<file path="config.mk">
export PLATFORM = sky130hd
export DESIGN_NAME = opc_mem_responder
export DESIGN_NICKNAME = d
export VERILOG_FILES = /design/src/rtl/opc_mem_responder.sv
export SDC_FILE = /design/constraint.sdc
export NUM_CORES = 2
export LEC_CHECK = 0
export CAP_MARGIN = 20
export CORE_MARGIN = 2
export CORE_UTILIZATION = 39
export DETAILED_ROUTE_END_ITERATION = 8
export DONT_BUFFER_PORTS = 1
export HOLD_SLACK_MARGIN = 0.03
export PLACE_DENSITY = 0.52
export SETUP_SLACK_MARGIN = 0.4
export SYNTH_ARGS = -nofsm -noshare
export SYNTH_HDL_FRONTEND = slang
export SYNTH_SLANG_ARGS = --single-unit
export TNS_END_PERCENT = 20
</file>
<file path="constraint.sdc">
create_clock -name clk -period 19.55 [get_ports clk]
set_input_delay 3.91 -clock clk [delete_from_list [all_inputs] [get_ports clk]]
set_output_delay 3.91 -clock clk [all_outputs]
set_load 0.02 [all_outputs]
</file>
<file path="src/rtl/opc_mem_responder.sv">
// opc_mem_responder: bus target for the OPC CPU memory interface.
// Zero-wait combinational reads and posedge-committed CPU stores into
// on-chip byte RAM. A byte-serial loader (address hi, address lo, data...)
// fills RAM from the pins while the CPU is held in reset via cpu_hold.
// Optional feature macro: OPC_IO_PORT_EN maps an 8-bit I/O port at
// 11'h7FE (input) and 11'h7FF (output register).
module opc_mem_responder #(
    parameter int unsigned MEM_AW  = 9,
    parameter logic [10:0] LD_BASE = 11'h100
) (
    input  logic        clk,
    input  logic        rst_n,
    input  logic [10:0] address,
    input  logic        rnw,
    input  logic [7:0]  wdata,
    output logic [7:0]  rdata,
    input  logic        ld_start,
    input  logic        ld_valid,
    input  logic [7:0]  ld_byte,
    input  logic        ld_done,
    output logic        ld_ready,
    output logic        cpu_hold,
    input  logic [7:0]  port_in,
    output logic [7:0]  port_out
);

    localparam int unsigned MEM_DEPTH = 2 ** MEM_AW;

    typedef enum logic [1:0] {
        IDLE   = 2'd0,
        L_AHI  = 2'd1,
        L_ALO  = 2'd2,
        L_DATA = 2'd3
    } ld_state_t;

    ld_state_t   r_state;
    ld_state_t   w_state_nx;
    logic [10:0] r_ptr;
    logic        r_ld_ready;
    logic        r_cpu_hold;
    logic [7:0]  r_mem [MEM_DEPTH];

    logic        w_accept;
    logic        w_ld_we;
    logic        w_cpu_we;
    logic        w_cpu_io;
    logic        w_ptr_io;
    logic        w_cpu_mapped;
    logic        w_ptr_mapped;
    logic [7:0]  w_rdata;

`ifdef OPC_IO_PORT_EN
    logic [7:0]  r_port_out;

    assign w_cpu_io = (address == 11'h7FE) || (address == 11'h7FF);
    assign w_ptr_io = (r_ptr == 11'h7FE) || (r_ptr == 11'h7FF);
`else
    logic        w_unused_port_in;

    assign w_cpu_io         = 1'b0;
    assign w_ptr_io         = 1'b0;
    assign w_unused_port_in = ^port_in;
`endif

    // Port addresses are carved out of the RAM window even if MEM_AW covers them.
    assign w_cpu_mapped = (32'(address) < MEM_DEPTH) && !w_cpu_io;
    assign w_ptr_mapped = (32'(r_ptr) < MEM_DEPTH) && !w_ptr_io;

    assign w_accept = ld_valid && r_ld_ready;
    assign w_cpu_we = !rnw && w_cpu_mapped;

    // Loader next-state decode: ld_start restarts, byte is consumed before ld_done.
    always_comb begin
        w_state_nx = r_state;
        w_ld_we    = 1'b0;
        if (ld_start) begin
            w_state_nx = L_AHI;
        end else if (r_state != IDLE) begin
            if (w_accept) begin
                case (r_state)
                    L_AHI:   w_state_nx = L_ALO;
                    L_ALO:   w_state_nx = L_DATA;
                    L_DATA:  w_ld_we    = w_ptr_mapped;
                    default: w_state_nx = r_state;
                endcase
            end
            if (ld_done) begin
                w_state_nx = IDLE;
            end
        end
    end

    // Loader FSM, load pointer and registered handshake/hold outputs.
    // Outputs are registered from the next state so ld_ready/cpu_hold line up
    // with the state itself; cpu_hold additionally covers the first IDLE cycle.
    always_ff @(posedge clk or negedge rst_n) begin
        if (!rst_n) begin
            r_state    <= IDLE;
            r_ptr      <= LD_BASE;
            r_ld_ready <= 1'b0;
            r_cpu_hold <= 1'b0;
        end else begin
            r_state    <= w_state_nx;
            r_ld_ready <= (w_state_nx != IDLE);
            r_cpu_hold <= (w_state_nx != IDLE) || (r_state != IDLE);
            if (w_accept && !ld_start) begin
                case (r_state)
                    L_AHI:   r_ptr[10:8] <= ld_byte[2:0];
                    L_ALO:   r_ptr[7:0]  <= ld_byte;
                    L_DATA:  r_ptr       <= r_ptr + 11'd1;
                    default: r_ptr       <= r_ptr;
                endcase
            end
        end
    end

    // RAM write port: loader has priority over a simultaneous CPU store.
    always_ff @(posedge clk) begin
        if (w_ld_we) begin
            r_mem[r_ptr[MEM_AW-1:0]] <= ld_byte;
        end else if (w_cpu_we) begin
            r_mem[address[MEM_AW-1:0]] <= wdata;
        end
    end

`ifdef OPC_IO_PORT_EN
    // Output port register, written by CPU stores to 11'h7FF.
    always_ff @(posedge clk or negedge rst_n) begin
        if (!rst_n) begin
            r_port_out <= '0;
        end else if (!rnw && (address == 11'h7FF)) begin
            r_port_out <= wdata;
        end
    end

    assign port_out = r_port_out;

    // Read mux: I/O port, then RAM, otherwise zero.
    always_comb begin
        w_rdata = '0;
        if (address == 11'h7FF) begin
            w_rdata = r_port_out;
        end else if (address == 11'h7FE) begin
            w_rdata = port_in;
        end else if (w_cpu_mapped) begin
            w_rdata = r_mem[address[MEM_AW-1:0]];
        end
    end
`else
    assign port_out = '0;

    // Read mux: RAM when mapped, otherwise zero.
    always_comb begin
        w_rdata = '0;
        if (w_cpu_mapped) begin
            w_rdata = r_mem[address[MEM_AW-1:0]];
        end
    end
`endif

    assign rdata    = w_rdata;
    assign ld_ready = r_ld_ready;
    assign cpu_hold = r_cpu_hold;

endmodule

</file>
# ---- After elaboration in Yosys (flattened, before gate mapping)
# Memories as Yosys holds them, arrays and structs flattened.
# Index checks and enable logic that the tools add are counted.
dict set report totals {
  register_bits 15
  mem_bits_rw 4096
  input_bits 41
  output_inout_bits 18
  elab_cells 45
  mem_count 1
}
dict set report classes {
  n_addsub 1
  order_cmp 2
  n_eq_ne 3
  n_mux 20
  n_reduce_logical 13
}
# name words width rd rd_clocked_by_memory_dff write_ports line_no
set memory_table {}
lappend memory_table {r_mem 512 8 1 0 1 41} ;# logic [7:0] r_mem [MEM_DEPTH];
# operator n
set ops {}
lappend ops {{$lt A11 B10 Y1 const B} 2}
lappend ops {{$mux W8} 2}
lappend ops {{$pmux W8 S2} 1}
lappend ops {{$add A11 B1 Y11 const B} 1}
lappend ops {{$mux W1} 10}
lappend ops {{$mux W9} 1}
lappend ops {{$mux W2} 4}
lappend ops {{$reduce_bool A2 Y1} 4}
lappend ops {{$reduce_or A8 Y1} 1}
lappend ops {{$pmux W3 S2} 1}
lappend ops {{$eq A2 B2 Y1 const B} 2}
lappend ops {{$pmux W2 S2} 1}
lappend ops {{$reduce_and A2 Y1} 2}
lappend ops {{$logic_and A1 B1 Y1} 3}
lappend ops {{$eq A2 B1 Y1 const B} 1}
lappend ops {{$logic_not A1 Y1} 2}
lappend ops {{$logic_or A1 B1 Y1} 1}

# ---- Depth between registers and ports, before layout
dict set report depth {
  ltp_word 9
  mapped_depth 14
  mapped_depth_nobuf 7
}

# ---- Worst setup path before layout
# No wires, ideal clock.
dict set report synth_path {
  kind {input -> register}
  from {input address[10]}
  to {memory r_mem[0][0] (data pin)}
  setup_ns 1.445
  arrival_time_ns 11.104
  path_slack_ns 7.001
  cell_stages 5
  n_path_buf 1
  cell_sequence {or3_1 -> a31oi_2 -> clkbuf_1 -> nand2_1 -> nand2_1}
}
dict set report synth_via {
  elab_chain_len 7
}
# item line_no
set synth_lines {}
lappend synth_lines {{from (decl)} 13} ;# input logic [10:0] address,
lappend synth_lines {{$lt A11 B10 Y1} 66} ;# assign w_cpu_mapped = (32'(address) < MEM_DEPTH) && !w_cpu_io;
lappend synth_lines {{$logic_and A1 B1 Y1} 70} ;# assign w_cpu_we = !rnw && w_cpu_mapped;
lappend synth_lines {{$mux W1} 121} ;# end else if (w_cpu_we) begin
lappend synth_lines {{$mux W1} 119} ;# if (w_ld_we) begin
lappend synth_lines {{$mux W1 (not written as such)} 122} ;# r_mem[address[MEM_AW-1:0]] <= wdata;
lappend synth_lines {{$reduce_or A8 Y1 (no source line)} --}
lappend synth_lines {{$mux W8 (no source line)} --}
lappend synth_lines {{to (decl)} 41}
# Every way passes these cells.

# ---- Worst setup path after layout
dict set report layout_path {
  from {input address[1]}
  to {output rdata[0]}
}
dict set report layout_via {
  elab_chain_len 2
  word_cells_on_any_way 3
  classes_between {order compare (1); mux (1); memory (1)}
}
# item line_no
set layout_lines {}
lappend layout_lines {{$mem_v2 Z512 W8 / $lt A11 B10 Y1 (equally long branches)} --}
lappend layout_lines {{$mux W8 (*)} 155} ;# if (w_cpu_mapped) begin
lappend layout_lines {{to (decl)} 16} ;# output logic [7:0] rdata,
# Every way passes the cells marked *; elsewhere a longest branch is shown, timed or not.

==> impl_metrics.csv <==
group,metric,value,unit
outcome,status,"finished, violations left",
outcome,violations,"max-slew violations",
sta,finalCritPeriodShare,72.08,%
synth,yosys.area.top_type,"edfxtp_1",
routing,wl,434100,um
placement,dpl.hpwl,249000,um
clock_network,ctsHoldBuffers,0,
worst_hold_path,hold_class,"flop to flop",
die,fp.dieW,645.5,um
synth,synth-seq-cells,4111,
die,num_rows,235,
clock_network,htreeDepth,5,
finish,layout-area-overhead-vs-synth,12.07,%
synth,yosysMostFrequentCell,"edfxtp_1",
routing,ant_nets,0,
sta,drv_slew,48,
sta,finalHoldViolCount,0,
synth,yosysWarnings,0,
synth,synth_top_area_share,76.64,%
sta,rsz0062_at_grt,"false",
synth,synthTopCellsByCount,"edfxtp_1, mux4_2, nor2_1",
sta,post-route-min-period,14.09,ns
global_routing,grt_pass1_vias,78870,
placement,portBuffers,0,
routing,first_pass_iters,5,
critical_path,cp.required,15.64,ns
synth,synth_cells,7695,
critical_path,start_kind,"primary input",
routing,vias_per_cell,5.740,
power,peakVddDrop,0.08592,mV
critical_path,endpoint_kind,"output port",
clock_network,cts_tree,"done",
die,core_area,409600,sq um
die,die_h,645.5,um
finish,fill_cells,34840,
sta,finalSetupViolations,0,
finish,drive_gt1_share,20.74,%
synth,synth_cell_type_count,76,
clock_network,clk_latency,0.98,ns
clock_network,cts_buffers,433,
clock_network,cts_resized,0,
synth,synth_area,160500,sq um
synth,synthTopCellsByArea,"edfxtp_1, mux4_2, mux2i_1",
sta,max_freq,70.97,MHz
global_routing,grt_overflow,0,
power,power.density,104.6,nW/um^2
finish,final-seq-area,123400,sq um
synth,synth_flop_cell,"edfxtp_1",
power,power.leakage,55.21,nW
routing,drtIter0Drc,8185,
routing,wire_per_inst,31.92,um
synth,synth-edff-count,4096,
placement,gp_congestion,0.8013,
global_routing,antenna_found_initial,19,
routing,vias,78060,
clock_network,postCtsSetupRepairBufs,0,
clock_network,clk_pin_slew,0.06,ns
global_routing,grt_start_max_net_pins,796,
routing,drcViolationCount,0,
synth,async_flop_share,0.3649,%
sta,maxSlewHeadroom,-2.974,%
finish,final_nets,7830,
sta,tightest_slew,1.545,ns
sta,fin_tns_setup,0,ns
critical_path,critPathArrivalTime,10.18,ns
die,initial_utilization,39.18,%
critical_path,critical_path_class,"primary input to output port",
finish,multiInputGateArea,34400,sq um
global_routing,grt_pass1_wl,611100,um
clock_network,cts.sinks,4111,
job,max-cap-violations,0,
sta,whs,0.5732,ns
synth,avgSynthCellArea,20.86,sq um
die,ios,59,
die,dieArea,416700,sq um
sta,clock_skew,0.02832,ns
global_routing,grt.total_usage,20.52,%
clock_network,clockBufferDepth,4,
clock_network,cts-root-buf,"clkbuf_16",
synth,yosysSeqAreaShare,76.87,%
critical_path,cp_max_fo,216,
==> placed cells by master (no fill, tap or decap), types with 24 or more instances in the layout <==
cell,netlist,layout
edfxtp_1,4096,4096
mux4_2,884,884
nor2_1,569,568
clkbuf_16,0,440
mux2i_1,426,426
o221ai_1,193,193
nand2_1,176,151
a21oi_1,151,151
o22ai_1,139,139
clkinv_1,2,117
buf_4,60,116
o21ai_0,102,98
clkbuf_1,242,86
a22oi_1,74,74
clkinv_2,0,71
nor3_1,52,50
bufinv_16,0,38
nand3_1,34,34
a211oi_1,28,28
nand2_4,0,24
==> registers in the layout (all words and copies together) (netlist names) <==
register,flops
ld_ready,1
r_ptr,11
cpu_hold,1
r_state,2
r_mem,4096
==> cell families after synthesis <==
logic type,Yosys count,synth area share [%]
buffers and inverters,496,1.917
other,1,0.002337
flip-flops,4111,76.87
adder cells (fa/ha/maj),1,0.007795
AO/OA/AOI/OAI,817,3.534
AND/OR/NAND/NOR,948,2.515
multiplexers,1321,15.15
==> path summary, 6_finish.rpt <==
check	from	to	slack (ns)	cells past startpoint
min in group asynchronous	rst_n	r_ptr[4]	2.63	0
max in group asynchronous	rst_n	r_ptr[8]	16.73	0
hold / removal	r_ptr[10]	r_ptr[10]	0.57	2
hold reg to reg	r_ptr[10]	r_ptr[10]	0.57	2
setup reg to reg	ld_ready	r_mem[172][0]	14.09	8
setup / recovery	address[1]	rdata[0]	5.46	11
==> cell type report <==
class	instances	area share, %
Multi-Input combinational cell	3095	19.13
Timing Repair Buffer	141	0.8111
Sequential cell	4111	68.59
Clock inverter	260	1.320
Antenna cell	5	0.006956
Tap cell	5451	3.792
Inverter	6	0.01809
Clock buffer	530	6.332
==> where the power goes <==
group / internal [W] / leakage (nW) / switching, W
sequential: 0.00977 / 37.0 / 0.0000167
clock: 0.00463 / 6.72 / 0.00342
combinational: 0.000298 / 11.4 / 0.000664
total: 0.0147 / 55.2 / 0.00410
==> per-layer routing <==
metal	vias to the layer above	track usage, %	share of wire [%]	routed length, um
met3	547	3.145	6.1	26440
li1	32490	-	-	-
met2	2525	33.78	49	212700
met4	4	5.781	2.8	12360
met1	42490	28.44	42	182600
met5	-	0	0.0076	33
==> critical path, stage by stage <==
cell	delay (ns)
buf_16	0.38
buf_16	0.60
or2_4	0.65
buf_4	0.36
buf_4	0.42
o221ai_1	0.38
o22ai_1	0.14
o21ai_0	0.66
nand4_1	0.91
a311oi_1	0.55
a221o_1	0.51
==> metrics by stage <==
stage / instance area, sq um / total power [W] / std cells / setup WS (ns) / util (%)
after floorplan: 160500 / 0.01070 / 7702 / 7.001 / -
after global placement: 165800 / 0.01089 / 12790 / 5.603 / 40.48
after detailed placement: 165900 / 0.01091 / 12800 / 5.913 / 40.49
after CTS: 179600 / 0.01891 / 13590 / 5.914 / 43.85
after global routing: 179900 / 0.01932 / 13600 / 5.400 / 43.91
final: 179900 / 0.01881 / 13600 / 5.459 / 43.91
No activity file was read; power rests on OpenSTA's default activity.
